**config.mk**
```make
export PLATFORM = sky130hd
export DESIGN_NAME = param_sync_fifo
export DESIGN_NICKNAME = d
export VERILOG_FILES = /design/src/rtl/fifo_pkg.sv /design/src/rtl/fifo_ram.sv /design/src/rtl/param_sync_fifo.sv
export SDC_FILE = /design/constraint.sdc
export NUM_CORES = 1
export LEC_CHECK = 0
export BUFFER_PORTS_ARGS = -buffer_cell sky130_fd_sc_hd__buf_2
export CAP_MARGIN = 15
export CORE_UTILIZATION = 50
export DETAILED_ROUTE_END_ITERATION = 10
export PLACE_DENSITY = 0.73
export SETUP_SLACK_MARGIN = 0.05
export SKIP_LAST_GASP = 1
export SYNTH_ARGS = -nofsm -noshare
export SYNTH_HDL_FRONTEND = slang
export SYNTH_SLANG_ARGS = --single-unit
```
**constraint.sdc**
```tcl
create_clock -name clk -period 4.14 [get_ports clk]
set_input_delay 0.414 -clock clk [delete_from_list [all_inputs] [get_ports clk]]
set_output_delay 0.414 -clock clk [all_outputs]
set_load 0.1 [all_outputs]
```
**src/rtl/fifo_pkg.sv**
```systemverilog
// rtl/fifo_pkg.sv - shared helpers and parameter checks for param_sync_fifo
package fifo_pkg;

    // Occupancy counter width: must represent 0..DEPTH inclusive.
    function automatic int cnt_width(input int depth);
        return $clog2(depth) + 1;
    endfunction

    function automatic bit is_pow2(input int v);
        return (v >= 2) && ((v & (v - 1)) == 0);
    endfunction

    function automatic bit thresh_ok(input int ae, input int af, input int depth);
        return (ae >= 0) && (ae < af) && (af <= depth);
    endfunction

endpackage

```
**src/rtl/fifo_ram.sv**
```systemverilog
// rtl/fifo_ram.sv - DEPTH x DATA_W register array, sync write, async read
//
// Ports:
//   clk_i    rising-edge clock for the write port
//   we_i     write enable
//   waddr_i  write address
//   wdata_i  write data
//   raddr_i  read address
//   rdata_o  combinational read data at raddr_i
module fifo_ram #(
    parameter int DATA_W = 8,
    parameter int DEPTH  = 16,
    parameter int ADDR_W = 4
) (
    input  logic              clk_i,
    input  logic              we_i,
    input  logic [ADDR_W-1:0] waddr_i,
    input  logic [DATA_W-1:0] wdata_i,
    input  logic [ADDR_W-1:0] raddr_i,
    output logic [DATA_W-1:0] rdata_o
);

    // Storage is deliberately not reset; occupancy lives in the pointers.
    logic [DATA_W-1:0] mem_q [DEPTH];

    always_ff @(posedge clk_i) begin
        if (we_i) begin
            mem_q[waddr_i] <= wdata_i;
        end
    end

    assign rdata_o = mem_q[raddr_i];

endmodule

```
**src/rtl/param_sync_fifo.sv**
```systemverilog
// rtl/param_sync_fifo.sv - single-clock parametrised FIFO with flags and FWFT mode
//
// Ports:
//   clk           rising-edge clock
//   rst_n         asynchronous active-low reset
//   clr           synchronous flush (beats wr_req/rd_req)
//   wr_req        write request, accepted when not full
//   data_in       write data
//   rd_req        read request (FWFT: pop of the head word)
//   data_out      read data
//   rd_valid      data_out holds a valid word
//   empty, full   occupancy is 0 / DEPTH
//   almost_empty  count <= AE_THRESH
//   almost_full   count >= AF_THRESH
//   count         occupancy 0..DEPTH
//   overflow      sticky: write requested while full
//   underflow     sticky: read requested while empty
module param_sync_fifo
    import fifo_pkg::*;
#(
    parameter int DATA_W    = 8,
    parameter int DEPTH     = 16,
    parameter int AF_THRESH = DEPTH - 2,
    parameter int AE_THRESH = 2,
    parameter int FWFT      = 0
) (
    input  logic                     clk,
    input  logic                     rst_n,
    input  logic                     clr,
    input  logic                     wr_req,
    input  logic [DATA_W-1:0]        data_in,
    input  logic                     rd_req,
    output logic [DATA_W-1:0]        data_out,
    output logic                     rd_valid,
    output logic                     empty,
    output logic                     full,
    output logic                     almost_empty,
    output logic                     almost_full,
    output logic [$clog2(DEPTH):0]   count,
    output logic                     overflow,
    output logic                     underflow
);

    localparam int ADDR_W = $clog2(DEPTH);
    localparam int CNT_W  = cnt_width(DEPTH);
    localparam logic [CNT_W-1:0] DEPTH_C = CNT_W'(DEPTH);
    localparam logic [CNT_W-1:0] AF_C    = CNT_W'(AF_THRESH);
    localparam logic [CNT_W-1:0] AE_C    = CNT_W'(AE_THRESH);
    localparam logic [ADDR_W:0]  PTR_ONE = (ADDR_W + 1)'(1);
    localparam logic [CNT_W-1:0] CNT_ONE = CNT_W'(1);

    if (!is_pow2(DEPTH)) begin : g_bad_depth
        $error("param_sync_fifo: DEPTH must be a power of two >= 2");
    end
    if (!thresh_ok(AE_THRESH, AF_THRESH, DEPTH)) begin : g_bad_thresh
        $error("param_sync_fifo: need 0 <= AE_THRESH < AF_THRESH <= DEPTH");
    end
    if (DATA_W < 1) begin : g_bad_width
        $error("param_sync_fifo: DATA_W must be >= 1");
    end

    // Pointers carry one extra wrap bit so they run modulo 2*DEPTH.
    logic [ADDR_W:0]    wr_ptr_q, wr_ptr_d;
    logic [ADDR_W:0]    rd_ptr_q, rd_ptr_d;
    logic [CNT_W-1:0]   count_q, count_d;
    logic               overflow_q, overflow_d;
    logic               underflow_q, underflow_d;

    logic               empty_w, full_w;
    logic               wr_acc, rd_acc;
    logic [DATA_W-1:0]  ram_rdata;

    // Flags come only from registered count, never from the request inputs.
    assign empty_w = (count_q == '0);
    assign full_w  = (count_q == DEPTH_C);

    // Acceptance is judged on this cycle's flags: a read at full does not
    // make room for a same-cycle write, nor is a write at empty readable.
    assign wr_acc = wr_req && !full_w;
    assign rd_acc = rd_req && !empty_w;

    always_comb begin
        wr_ptr_d    = wr_ptr_q;
        rd_ptr_d    = rd_ptr_q;
        count_d     = count_q;
        overflow_d  = overflow_q;
        underflow_d = underflow_q;
        if (clr) begin
            wr_ptr_d    = '0;
            rd_ptr_d    = '0;
            count_d     = '0;
            overflow_d  = 1'b0;
            underflow_d = 1'b0;
        end else begin
            if (wr_acc) wr_ptr_d = wr_ptr_q + PTR_ONE;
            if (rd_acc) rd_ptr_d = rd_ptr_q + PTR_ONE;
            case ({wr_acc, rd_acc})
                2'b10:   count_d = count_q + CNT_ONE;
                2'b01:   count_d = count_q - CNT_ONE;
                default: count_d = count_q;
            endcase
            if (wr_req && full_w)  overflow_d  = 1'b1;
            if (rd_req && empty_w) underflow_d = 1'b1;
        end
    end

    always_ff @(posedge clk or negedge rst_n) begin
        if (!rst_n) begin
            wr_ptr_q    <= '0;
            rd_ptr_q    <= '0;
            count_q     <= '0;
            overflow_q  <= 1'b0;
            underflow_q <= 1'b0;
        end else begin
            wr_ptr_q    <= wr_ptr_d;
            rd_ptr_q    <= rd_ptr_d;
            count_q     <= count_d;
            overflow_q  <= overflow_d;
            underflow_q <= underflow_d;
        end
    end

    fifo_ram #(
        .DATA_W (DATA_W),
        .DEPTH  (DEPTH),
        .ADDR_W (ADDR_W)
    ) u_ram (
        .clk_i   (clk),
        .we_i    (wr_acc && !clr),
        .waddr_i (wr_ptr_q[ADDR_W-1:0]),
        .wdata_i (data_in),
        .raddr_i (rd_ptr_q[ADDR_W-1:0]),
        .rdata_o (ram_rdata)
    );

    if (FWFT != 0) begin : g_fwft
        // Head word is presented directly; forced to zero while empty so
        // stale memory never shows up on data_out.
        assign data_out = empty_w ? '0 : ram_rdata;
        assign rd_valid = !empty_w;
    end else begin : g_reg
        logic [DATA_W-1:0] data_out_q;
        logic              rd_valid_q;

        always_ff @(posedge clk or negedge rst_n) begin
            if (!rst_n) begin
                data_out_q <= '0;
                rd_valid_q <= 1'b0;
            end else begin
                rd_valid_q <= rd_acc && !clr;
                if (rd_acc && !clr) begin
                    data_out_q <= ram_rdata;
                end
            end
        end

        assign data_out = data_out_q;
        assign rd_valid = rd_valid_q;
    end

    assign empty        = empty_w;
    assign full         = full_w;
    assign almost_empty = (count_q <= AE_C);
    assign almost_full  = (count_q >= AF_C);
    assign count        = count_q;
    assign overflow     = overflow_q;
    assign underflow    = underflow_q;

endmodule

```
# Word level (Yosys, flattened, before mapping)
# Memory sizes are Yosys's and may differ from the RTL's. A register that Yosys moved wholly into a read port is not among the register bits.
# Cells that the tools add are included.
[op_classes]
n_reduce_logical = 16
addsub = 4
n_eq_ne = 3
n_lt_le_gt_ge = 2
muxes = 12
[op_table]
columns = ["cell", "n"]
rows = [
  ["$mux W5", 5],
  ["$add A5 B1 Y5 const B", 3],
  ["$pmux W5 S2", 1],
  ["$reduce_bool A2 Y1", 4],
  ["$logic_and A1 B1 Y1", 6],
  ["$mux W1", 6],
  ["$eq A5 B5 Y1 const B", 1],
  ["$ge A5 B4 Y1 const B", 1],
  ["$le A5 B2 Y1 const B", 1],
  ["$logic_not A5 Y1", 1],
  ["$sub A5 B1 Y5 const B", 1],
  ["$logic_not A1 Y1", 4],
  ["$reduce_bool A3 Y1", 1],
  ["$eq A2 B1 Y1 const B", 1],
  ["$eq A2 B2 Y1 const B", 1],
]
[totals]
ram_bits = 128
regBits = 18
elab_cells = 44
output_inout_bits = 20
n_memories = 1
inputBits = 13
[memory_table]
columns = ["memory", "depth", "word_bits", "read_ports", "rd_ports_with_merged_regs", "wr", "line_no", "text"]
rows = [
  ["u_ram.mem_q", 16, 8, 1, 1, 1, "fifo_ram.sv:24", "logic [DATA_W-1:0] mem_q [DEPTH];"],
]

# Longest topological paths before layout
# Gate-level depths: netlist of run 1.
[logic_depth]
ltp_word = 6
ltp_mapped = 10
depth_no_buf = 9

# Cells and area by module
# A second synthesis of run 1 with hierarchy kept.
[hier_totals]
cells_unflattened = 344
area_unflattened_um2 = 6256.0
[by_module_without_submodules]
columns = ["mod", "instances", "cells_per_inst", "area_each_um2", "seq_area_each_um2"]
rows = [
  ["fifo_ram", 1, 221, 4987.3, 3843.7],
  ["param_sync_fifo", 1, 123, 1268.7, 600.6],
]

# Worst setup path after synthesis of run 1
# No wires, ideal clock.
[synth_timing]
path_kind = "register to output"
startpoint = "reg count_q[2] (netlist: count[2])"
endpoint = "out almost_empty"
stages_incl_launch_ff = 3
t_required_ns = 3.726
n_path_buf = 1
arrival_ns = 5.740
slack_ns = -2.014
path_cell_list = "dfrtp_1 > buf_6 > a2111oi_0"
[synth_via]
elab_chain_len = 1
[synth_lines]
columns = ["element", "line_no", "text"]
rows = [
  ["from (decl)", "param_sync_fifo.sv:65", "logic [CNT_W-1:0] count_q, count_d;"],
  ["from (signal assigned)", "param_sync_fifo.sv:117", "count_q <= count_d;"],
  ["$le A5 B2 Y1", "param_sync_fifo.sv:163", "assign almost_empty = (count_q <= AE_C);"],
  ["to (decl)", "param_sync_fifo.sv:37", "output logic almost_empty,"],
]
# Every way passes these cells.

# Worst setup path in the final report of run 1
[layout_timing]
startpoint = "reg count_q[1] (netlist: count[1])"
endpoint = "reg count_q[4] (netlist: count[4])"
[layout_via]
elab_chain_len = 6
elab_cells_between_ends = 13
cone_classes = "2 x add/sub; 3 x eq/ne; 2 x mux; 6 x reduce/logical"
[layout_lines]
columns = ["element", "line_no", "text"]
rows = [
  ["$eq A5 B5 Y1 or $logic_not A5 Y1 (tied branches)", "param_sync_fifo.sv:75, param_sync_fifo.sv:74", ""],
  ["$logic_not A1 Y1, on equally long branches", "param_sync_fifo.sv:79, param_sync_fifo.sv:80", ""],
  ["$logic_and A1 B1 Y1, on equally long branches", "param_sync_fifo.sv:79, param_sync_fifo.sv:80", ""],
  ["$eq A2 B1 Y1 or $eq A2 B2 Y1 (tied branches)", "param_sync_fifo.sv:97", "case ({wr_acc, rd_acc})"],
  ["$pmux W5 S2", "param_sync_fifo.sv:97", ""],
  ["$mux W5", "param_sync_fifo.sv:88", "if (clr) begin"],
]
# Several ways; a longest one is shown, not always the timed one.
# A chain may end at the register's enable or synchronous reset.

==> results of run 1 <==
-- metrics by stage --
step           cells  total power [W]
5_1_grt          556          0.00458
3_5_place_dp     524          0.00312
4_1_cts          556          0.00445
3_3_place_gp     524          0.00310
2_1_floorplan    336          0.00291
6_report         556          0.00443
-- flip-flops by register name (all words and copies together), names as in the netlist --
name         cells
data_out         8
wr_ptr_q         4
rd_ptr_q         4
u_ram.mem_q    128
rd_valid         1
count            5
underflow        1
overflow         1
-- report_power, final --
group | internal (W) | total (W) | switching (W) | leakage [nW]
clock network | 0.000761 | 0.00134 | 0.000583 | 0.243
logic | 0.000284 | 0.00121 | 0.000922 | 0.687
registers | 0.00175 | 0.00187 | 0.000125 | 1.47
-- per-layer routing --
layer / global-route usage (%) / share of wire [%]
met4: 7.10 / 1.2
met2: 27.2 / 48
met1: 27.4 / 45
met3: 4.92 / 5.9
met5: 0 / 0
-- cell families after synthesis --
logic type | Yosys count | synth area share (%)
adder cells (fa/ha/maj) | 7 | 1.39
flip-flops | 152 | 70.5
AND/OR/NAND/NOR | 65 | 5.84
XOR/XNOR | 10 | 1.39
buffers and inverters | 24 | 2.07
AO/OA/AOI/OAI | 27 | 4.25
multiplexers | 51 | 14.5
-- path summary, 6_finish.rpt --
| kind | depth (start not counted) | endpoint | slack, ps |
|---|---|---|---|
| setup / recovery | 9 | count[4] | 1320 |
| hold / removal | 1 | count[3] | -0.7 |
| setup reg to reg | 9 | count[4] | 1320 |
| hold reg to reg | 2 | underflow | 490 |
| max in group asynchronous | 1 | rd_ptr_q[2] | 3710 |
| min in group clk | 3 | overflow | 350 |
-- cells in the mapped netlist, types with 3 or more instances --
| cell type | n |
|---|---|
| nand3_1 | 4 |
| ha_1 | 7 |
| xor2_1 | 7 |
| nor2_1 | 17 |
| nor3_1 | 3 |
| nand2_1 | 12 |
| a21oi_1 | 8 |
| dfrtp_1 | 24 |
| and2_1 | 14 |
| edfxtp_1 | 128 |
| o221ai_2 | 8 |
| mux2i_1 | 18 |
| buf_4 | 4 |
| inv_1 | 5 |
| xnor2_1 | 3 |
| mux4_2 | 32 |
| clkbuf_1 | 7 |
| buf_2 | 4 |
-- worst register-to-register path, cell delays in order, from the launching register on --
cell	delay, ps
dfrtp_1	490
nor4_4	440
mux2_4	370
xnor2_1	140
ha_1	220
or3_2	430
a21oi_2	140
mux2i_1	80
or3_1	300
a21oi_1	140
-- final cells by class --
| type | instances | area [um^2] |
|---|---|---|
| clock inverter | 12 | 78.8 |
| inverter | 6 | 25.0 |
| multi-input combinational | 160 | 1730 |
| timing repair buffer | 38 | 205 |
| clock buffer | 20 | 437 |
| fill | 929 | 5030 |
| sequential | 152 | 4450 |
| tap | 168 | 210 |
==> summary.md, run 1 <==
| Metric | Value |
|---|---|
| Max clock buf depth | `2` |
| Worst setup SP type | `flop` |
| Initial Util | `51.8%` |
| CP Class | `flop to flop` |
| Buf+Inv Stages, Crit Path | `0` |
| Routed WL | `11.1 mm` |
| Crit share post-route | `68.2%` |
| Synthesized instance count | `336` |
| Clock transition at path regs | `60 ps` |
| Pin count of the biggest net entering global routing | `26` |
| Worst r2r src | `count[1]` |
| Crit path max fanout | `9` |
| Post-synth EDFFs | `128` |
| Worst path slowest cell | `dfrtp_1` |
| Library cells used by synthesis | `45` |
| Hold_ws | `-0.678 ps` |
| Most frequent cells in the layout | `edfxtp_1, mux4_2, buf_2` |
| CP delay by family, top | `simple AND/OR/NAND/NOR gates` |
| Post-CTS Repair Setup Buffers | `0` |
| Sequential-to-total area share from yosys stat | `70.5%` |
| Asr flop ratio synth | `15.8%` |
| CP cell instances | `nor4_4 -> mux2_4 -> xnor2_1 -> ha_1 -> or3_2 -> a21oi_2 -> mux2i_1 -> or3_1 -> a21oi_1` |
| CP required | `4480 ps` |
| CP max stage delay | `490 ps` |
| Clk_lat worst skew | `410 ps` |
| Worst Hold Class | `primary input to async pin` |
| Failing checks | `hold timing` |
| Unrepaired setup endpoints after global routing | `false` |
| Status | `finished, violations left` |
| CTS tree | `built` |
| Die Wd | `114 um` |
| Synth area leader | `edfxtp_1` |
| Cts bufs inserted | `17` |
| Final-report max-slew violation count | `0` |
| Drt wl/cell | `20.0 um` |
| Hold Buf Count CTS | `0` |
| Slew margin rel. | `22.9%` |
| Least-Margin Pin Slew | `1160 ps` |
| Vias in the first global route | `2979` |
| Mapped cell area | `6300 um^2` |
| Final Worst Setup Slack | `1320 ps` |
| Syn Nets | `356` |
| Root buf cell | `clkbuf_16` |
| Setup TNS | `0 ps` |
| Die H | `114 um` |
| Sink Count | `152` |
| Initial antenna violation count | `0` |
| Synth area leaders | `edfxtp_1, mux4_2, dfrtp_1, mux2i_1, o221ai_2` |
| DIE AREA | `13100 um^2` |
| Final net count | `395` |
| Design area | `7130 um^2` |
| Crit path capture type | `flop` |
| Post-DRT Antenna Nets | `0` |
| Ys flop type | `edfxtp_1` |
| Final Skew | `4.79 ps` |
| WP data arrival | `3160 ps` |
| Pleak | `2.40 nW` |
| First-pass GRT wire length | `17.2 mm` |
| MaxCap Viol Count | `0` |
| Setup Slack @ Placement | `1320 ps` |
| Most common cell after layout, fill and taps aside | `edfxtp_1` |
| DRC | `0` |
| Cell Rows | `40` |
| VDD IR-drop max | `314 uV` |
| Final HPWL DP | `7.22 mm` |
| Layout cells sized above 1 | `30.7%` |
| Vias | `3101` |
| Synth Warn # | `0` |
| 1st-iter DRT viols | `254` |
| Pre-Repair DR Iteration Count | `5` |
| Power Density | `620 nW/um^2` |
| Placed cell areas | `6620 um^2` |
| GR Overflow Total | `0` |
| Post-synthesis register bit count | `152` |
| Htree depth | `4` |
| Core Util, Final | `58.7%` |
| Area Overhead vs Synth | `13.2%` |
| Post-synth top area share | `61.0%` |
| DR vias/cell | `5.58` |
| CP Launch Point | `count[1]` |
| Hold Violations, Final | `2` |
| Core ar. | `12200 um^2` |
| Gpl congestion | `0.790` |
| Achievable Freq | `354 MHz` |
| Count of final setup violators | `0` |
| I/O pins | `33` |
| Number of port buffers | `32` |
| Crit path time final | `2820 ps` |
| Total GRT Usage | `18.7%` |
| Post-CTS sizing | `0` |
| Diode count | `0` |
| Avg Cell Area, Syn | `18.8 um^2` |
(Power assumes the default switching activity.)
==> inputs of run 2 (changes only) <==
--- a/config.mk
+++ b/config.mk
@@ -5,11 +5,12 @@
 export SDC_FILE = /design/constraint.sdc
 export NUM_CORES = 1
 export LEC_CHECK = 0
+export ABC_AREA = 1
 export BUFFER_PORTS_ARGS = -buffer_cell sky130_fd_sc_hd__buf_2
 export CAP_MARGIN = 15
 export CORE_UTILIZATION = 50
 export DETAILED_ROUTE_END_ITERATION = 10
-export PLACE_DENSITY = 0.73
+export PLACE_DENSITY = 0.76
 export SETUP_SLACK_MARGIN = 0.05
 export SKIP_LAST_GASP = 1
 export SYNTH_ARGS = -nofsm -noshare
==> constraint.sdc (replaced) <==
create_clock -name clk -period 2.29 [get_ports clk]
set_input_delay 0.229 -clock clk [delete_from_list [all_inputs] [get_ports clk]]
set_output_delay 0.229 -clock clk [all_outputs]
set_load 0.1 [all_outputs]
==> summary.md, run 2 <==
| Metric | Value |
|---|---|
| Total GRT Usage | `22.8%` |
| Final HPWL DP | `8.94 mm` |
| Sink Count | `152` |
| Number of port buffers | `32` |
| Crit share post-route | `86.3%` |
| Hold Violations, Final | `0` |
| Slew margin rel. | `52.1%` |
| Largest register by flop count | `u_ram.mem_q` |
| MaxCap Viol Count | `0` |
| Asr flop ratio synth | `15.8%` |
| Sequential-to-total area share from yosys stat | `69.4%` |
| Unrepaired setup endpoints after global routing | `false` |
| Post-CTS Repair Setup Buffers | `0` |
| Synthesized instance count | `533` |
| Worst Hold Class | `primary input to flop` |
| Area Overhead vs Synth | `16.1%` |
| WHS Path Cells | `3` |
| Initial Util | `52.2%` |
| Post-synth EDFFs | `128` |
| Pleak | `2.69 nW` |
| Core ar. | `12300 um^2` |
| Crit path capture type | `flop` |
| Cts bufs inserted | `17` |
| CP required | `2600 ps` |
| Power Density | `1220 nW/um^2` |
| Ys flop type | `edfxtp_1` |
| Reg2Reg Depth | `7` |
| Post-CTS sizing | `0` |
| Library cells used by synthesis | `29` |
| Most common cell after layout, fill and taps aside | `edfxtp_1` |
| I/O pins | `33` |
| Htree depth | `4` |
| CTS tree | `built` |
| Design area | `7430 um^2` |
| Count of final setup violators | `0` |
| WP data arrival | `2280 ps` |
| Post-synth top area share | `60.0%` |
| Pin count of the biggest net entering global routing | `59` |
| Post-synthesis register bit count | `152` |
| Status | `finished, final reports clean` |
| Most frequent cells in the layout | `edfxtp_1, nor2_1, o21ai_0` |
| Setup TNS | `0 ps` |
| Mapped cell area | `6400 um^2` |
| Root buf cell | `clkbuf_16` |
| First-pass GRT wire length | `21.9 mm` |
| Initial antenna violation count | `0` |
| Post-DRT Antenna Nets | `0` |
| Crit path max fanout | `28` |
| Clk_lat worst skew | `420 ps` |
| Final Skew | `7.09 ps` |
| DR vias/cell | `5.81` |
| GR Overflow Total | `0` |
| Fillcell total | `945` |
| DRC | `0` |
| Die H | `115 um` |
| VDD IR-drop max | `572 uV` |
| Vias in the first global route | `4348` |
| Cell Rows | `40` |
| Synth Warn # | `0` |
| Synth area leader | `edfxtp_1` |
| Least-Margin Pin Slew | `714 ps` |
| Drt wl/cell | `18.2 um` |
| Synth area leaders | `edfxtp_1, dfrtp_1, nor2_1, o21ai_0, o211ai_1` |
| Multi-input logic area | `1700 um^2` |
| Setup Slack @ Placement | `356 ps` |
| Syn Nets | `553` |
| Layout cells sized above 1 | `19.1%` |
| Crit path time final | `1980 ps` |
| Routed WL | `13.9 mm` |
| Avg Cell Area, Syn | `12.0 um^2` |
| Final Worst Setup Slack | `313 ps` |
| Die Wd | `115 um` |
| Vias | `4425` |
| R2R Setup Slk | `310 ps` |
| Max clock buf depth | `2` |
| Final-report max-slew violation count | `0` |
| 1st-iter DRT viols | `505` |
| Placed cell areas | `6840 um^2` |
| CP Class | `flop to flop` |
| Achievable Freq | `506 MHz` |
| Gpl congestion | `0.935` |
| Hold Buf Count CTS | `1` |
| Top-count cell post-synth | `edfxtp_1` |
| Worst setup SP type | `flop` |
| Core Util, Final | `60.6%` |
| Max reg flops | `128` |
| FF+latch area | `4450 um^2` |
| Post-synth top cells | `edfxtp_1, nor2_1, o21ai_0` |
| Clock transition at path regs | `60 ps` |
| DIE AREA | `13300 um^2` |
| Final net count | `601` |
| Pre-Repair DR Iteration Count | `5` |
| Diode count | `0` |
## run 2: changes by cell type after synthesis, moves of 7 or more
| cell | before | now |
|---|---|---|
| and2_1 | 14 | 0 |
| o21a_1 | 1 | 9 |
| nand2_1 | 12 | 32 |
| o21ai_1 | 0 | 20 |
| o211ai_1 | 0 | 26 |
| inv_1 | 5 | 24 |
| mux4_2 | 32 | 0 |
| o221ai_2 | 8 | 0 |
| mux2i_1 | 18 | 0 |
| nand3_1 | 4 | 23 |
| nor3_1 | 3 | 14 |
| o21ai_0 | 2 | 62 |
| buf_2 | 4 | 11 |
| nor2_1 | 17 | 97 |
## run 2: worst paths after layout
check | startpoint | to
worst max-delay path | rd_ptr_q[0] | data_out[0]
worst min-delay path | wr_req | overflow
worst max register to register | rd_ptr_q[0] | data_out[0]
worst min register to register | data_out[4] | data_out[4]
max in group asynchronous | rst_n | rd_ptr_q[0]
min in group asynchronous | rst_n | count[3]
## run 2: worst max-delay path: stages (launching register included)
cell      delay (ps)
dfrtp_2          490
inv_2            220
buf_12           230
o21ai_0          170
o22ai_1          110
o211ai_1         310
nand3_1          180
o21a_1           140
## run 2: cell type report
class                   instances  area share, %
clock buffers                  17           5.72
inverters                      31           1.60
clock inverters                14           2.10
repair buffers                 56           4.95
flip-flops and latches        152           59.9
well taps                     168           2.83
multi-input cells             323           22.9
## run 2: routing by layer
metal	global-route usage (%)	routed length, um
met5	0	0
met4	10.5	328
met3	4.53	1080
met2	38.2	6860
met1	28.8	5590
## run 2: cells by family (layout without fill, tap and decap cells)
logic type / Yosys count / after routing / synth area share (%)
adder cells (fa/ha/maj): 7 / 7 / 1.37
AND/OR/NAND/NOR: 179 / 179 / 12.3
XOR/XNOR: 1 / 1 / 0.137
AO/OA/AOI/OAI: 136 / 136 / 12.5
flip-flops: 152 / 152 / 69.4
buffers and inverters: 58 / 118 / 4.30
## run 2: per-stage QoR
stage | hold slack [ps] | total power, W | cells
6_report | 100 | 0.00910 | 761
3_5_place_dp | 248 | 0.00637 | 729
2_1_floorplan | -66.6 | 0.00577 | 533
5_1_grt | 132 | 0.00947 | 761
4_1_cts | 92.4 | 0.00910 | 761
3_3_place_gp | 235 | 0.00629 | 729
## run 2: power breakdown
group          switching [W]  internal (W)
clock                0.00106       0.00169
combinational        0.00236      0.000666
sequential          0.000147       0.00317
==> inputs of run 3 (changes only) <==
--- a/config.mk
+++ b/config.mk
@@ -10,7 +10,7 @@
 export CAP_MARGIN = 15
 export CORE_UTILIZATION = 50
 export DETAILED_ROUTE_END_ITERATION = 10
-export PLACE_DENSITY = 0.76
+export PLACE_DENSITY = 0.73
 export SETUP_SLACK_MARGIN = 0.05
 export SKIP_LAST_GASP = 1
 export SYNTH_ARGS = -nofsm -noshare
==> constraint.sdc (replaced) <==
create_clock -name clk -period 2.3 [get_ports clk]
set_input_delay 0.23 -clock clk [delete_from_list [all_inputs] [get_ports clk]]
set_output_delay 0.23 -clock clk [all_outputs]
set_load 0.1 [all_outputs]
==> summary.md, run 3 (same netlist as run 2, synthesis figures left out) <==
| Metric | Value |
|---|---|
| Status | `finished, final reports clean` |
| Max clock buf depth | `2` |
| Count of final setup violators | `0` |
| Drt wl/cell | `19.0 um` |
| DRC | `0` |
| Root buf cell | `clkbuf_16` |
| Crit path capture type | `flop` |
| Cell Count Post-Placement | `727` |
| Final-report max-slew violation count | `0` |
| Placed cell areas | `6830 um^2` |
| Non-filler cells, final | `759` |
| Clock transition at path regs | `60 ps` |
| 1st-iter DRT viols | `484` |
| Diode count | `0` |
| Cts bufs inserted | `17` |
| Crit path time final | `2040 ps` |
| WP data arrival | `2160 ps` |
| Crit share post-route | `88.6%` |
| CTS tree | `built` |
| I/O pins | `33` |
| Layout cells sized above 1 | `18.8%` |
| DIE AREA | `13300 um^2` |
| GR Overflow Total | `0` |
| Max reg flops | `128` |
| Largest register by flop count | `u_ram.mem_q` |
| Achievable Freq | `491 MHz` |
| Clk_lat worst skew | `420 ps` |
| Gpl congestion | `0.852` |
| Post-DRT Antenna Nets | `0` |
| Design area | `7400 um^2` |
| Die Wd | `115 um` |
| Most frequent cells in the layout | `edfxtp_1, nor2_1, o21ai_0` |
| Routed WL | `14.4 mm` |
| Post-CTS sizing | `0` |
| Crit path max fanout | `8` |
| First-pass GRT wire length | `22.5 mm` |
| Unrepaired setup endpoints after global routing | `false` |
| Pin count of the biggest net entering global routing | `67` |
| Pre-Repair DR Iteration Count | `5` |
| MaxCap Viol Count | `0` |
| Setup TNS | `0 ps` |
| Final Skew | `4.78 ps` |
| Sink Count | `152` |
| Core Util, Final | `60.3%` |
| Worst setup SP type | `flop` |
| Htree depth | `4` |
| Power Density | `1210 nW/um^2` |
| Initial Util | `52.2%` |
| Vias in the first global route | `4201` |
| Total GRT Usage | `23.6%` |
| Multi-input logic area | `1700 um^2` |
| DR vias/cell | `5.70` |
| Slew margin rel. | `49.2%` |
| Cell Rows | `40` |
| Number of port buffers | `32` |
| Die H | `115 um` |
| CP required | `2430 ps` |
| Least-Margin Pin Slew | `758 ps` |
| Core ar. | `12300 um^2` |
| Hold Violations, Final | `0` |
| Final net count | `599` |
| Area Overhead vs Synth | `15.5%` |
| VDD IR-drop max | `522 uV` |
| Initial antenna violation count | `0` |
| Vias | `4326` |
| Most common cell after layout, fill and taps aside | `edfxtp_1` |
| Pleak | `2.66 nW` |
| Hold_ws | `99.9 ps` |
| CP Class | `flop to flop` |
| Fillcell total | `967` |
| Worst Hold Class | `primary input to flop` |
| FF+latch area | `4450 um^2` |
| Final HPWL DP | `9.19 mm` |
==> run 3: per-layer routing <==
layer  share of wire (%)  global-route usage, %  up-vias
met2                  48                   37.6      183
li1                    -                      -     2009
met4                 2.7                   11.3        0
met3                 6.4                   5.90       31
met1                  43                   30.4     2103
met5                   0                      0        -
==> run 3: per-stage QoR <==
step | setup slack [ps] | total power [W]
after floorplan | -50.4 | 0.00574
after global placement | 396 | 0.00627
after detailed placement | 332 | 0.00635
after CTS | 307 | 0.00897
after global routing | 124 | 0.00932
final | 263 | 0.00896
==> run 3: final timing paths <==
check,to,depth (start not counted),slack (ps),startpoint
min in group asynchronous,count[4],2,330,rst_n
max,u_ram.mem_q[5][2],7,260,count[0]
max reg2reg,u_ram.mem_q[5][2],7,260,count[0]
max in group asynchronous,count[3],2,1580,rst_n
min reg2reg,data_out[6],1,480,data_out[6]
min,underflow,3,100,rd_req
==> run 3: area by class of cell <==
type | instances | share of cell area, %
inverter | 31 | 1.61
sequential | 152 | 60.2
clock buffer | 18 | 5.80
multi-input combinational | 323 | 23.0
tap | 168 | 2.84
clock inverter | 13 | 1.79
timing repair buffer | 54 | 4.77
==> run 3: critical path, stage by stage, from the launching register on <==
cell and delay [ps]:
dfrtp_2 460, nor2_2 70, nand3_2 100, nand2_4 90
nor2_1 250, inv_1 190, nor3_1 310, buf_4 260
==> run 3: repair_timing <==
action,4_1_cts,5_1_grt
buffers inserted,0,0
hold buffers,1,0
hold endpoints to repair,24,0
==> run 3: report_power, final <==
group	internal (W)	switching (W)	total [W]
clock network	0.00158	0.00107	0.00265
registers	0.00316	0.000152	0.00331
logic	0.000664	0.00234	0.00301
total	0.00540	0.00356	0.00896
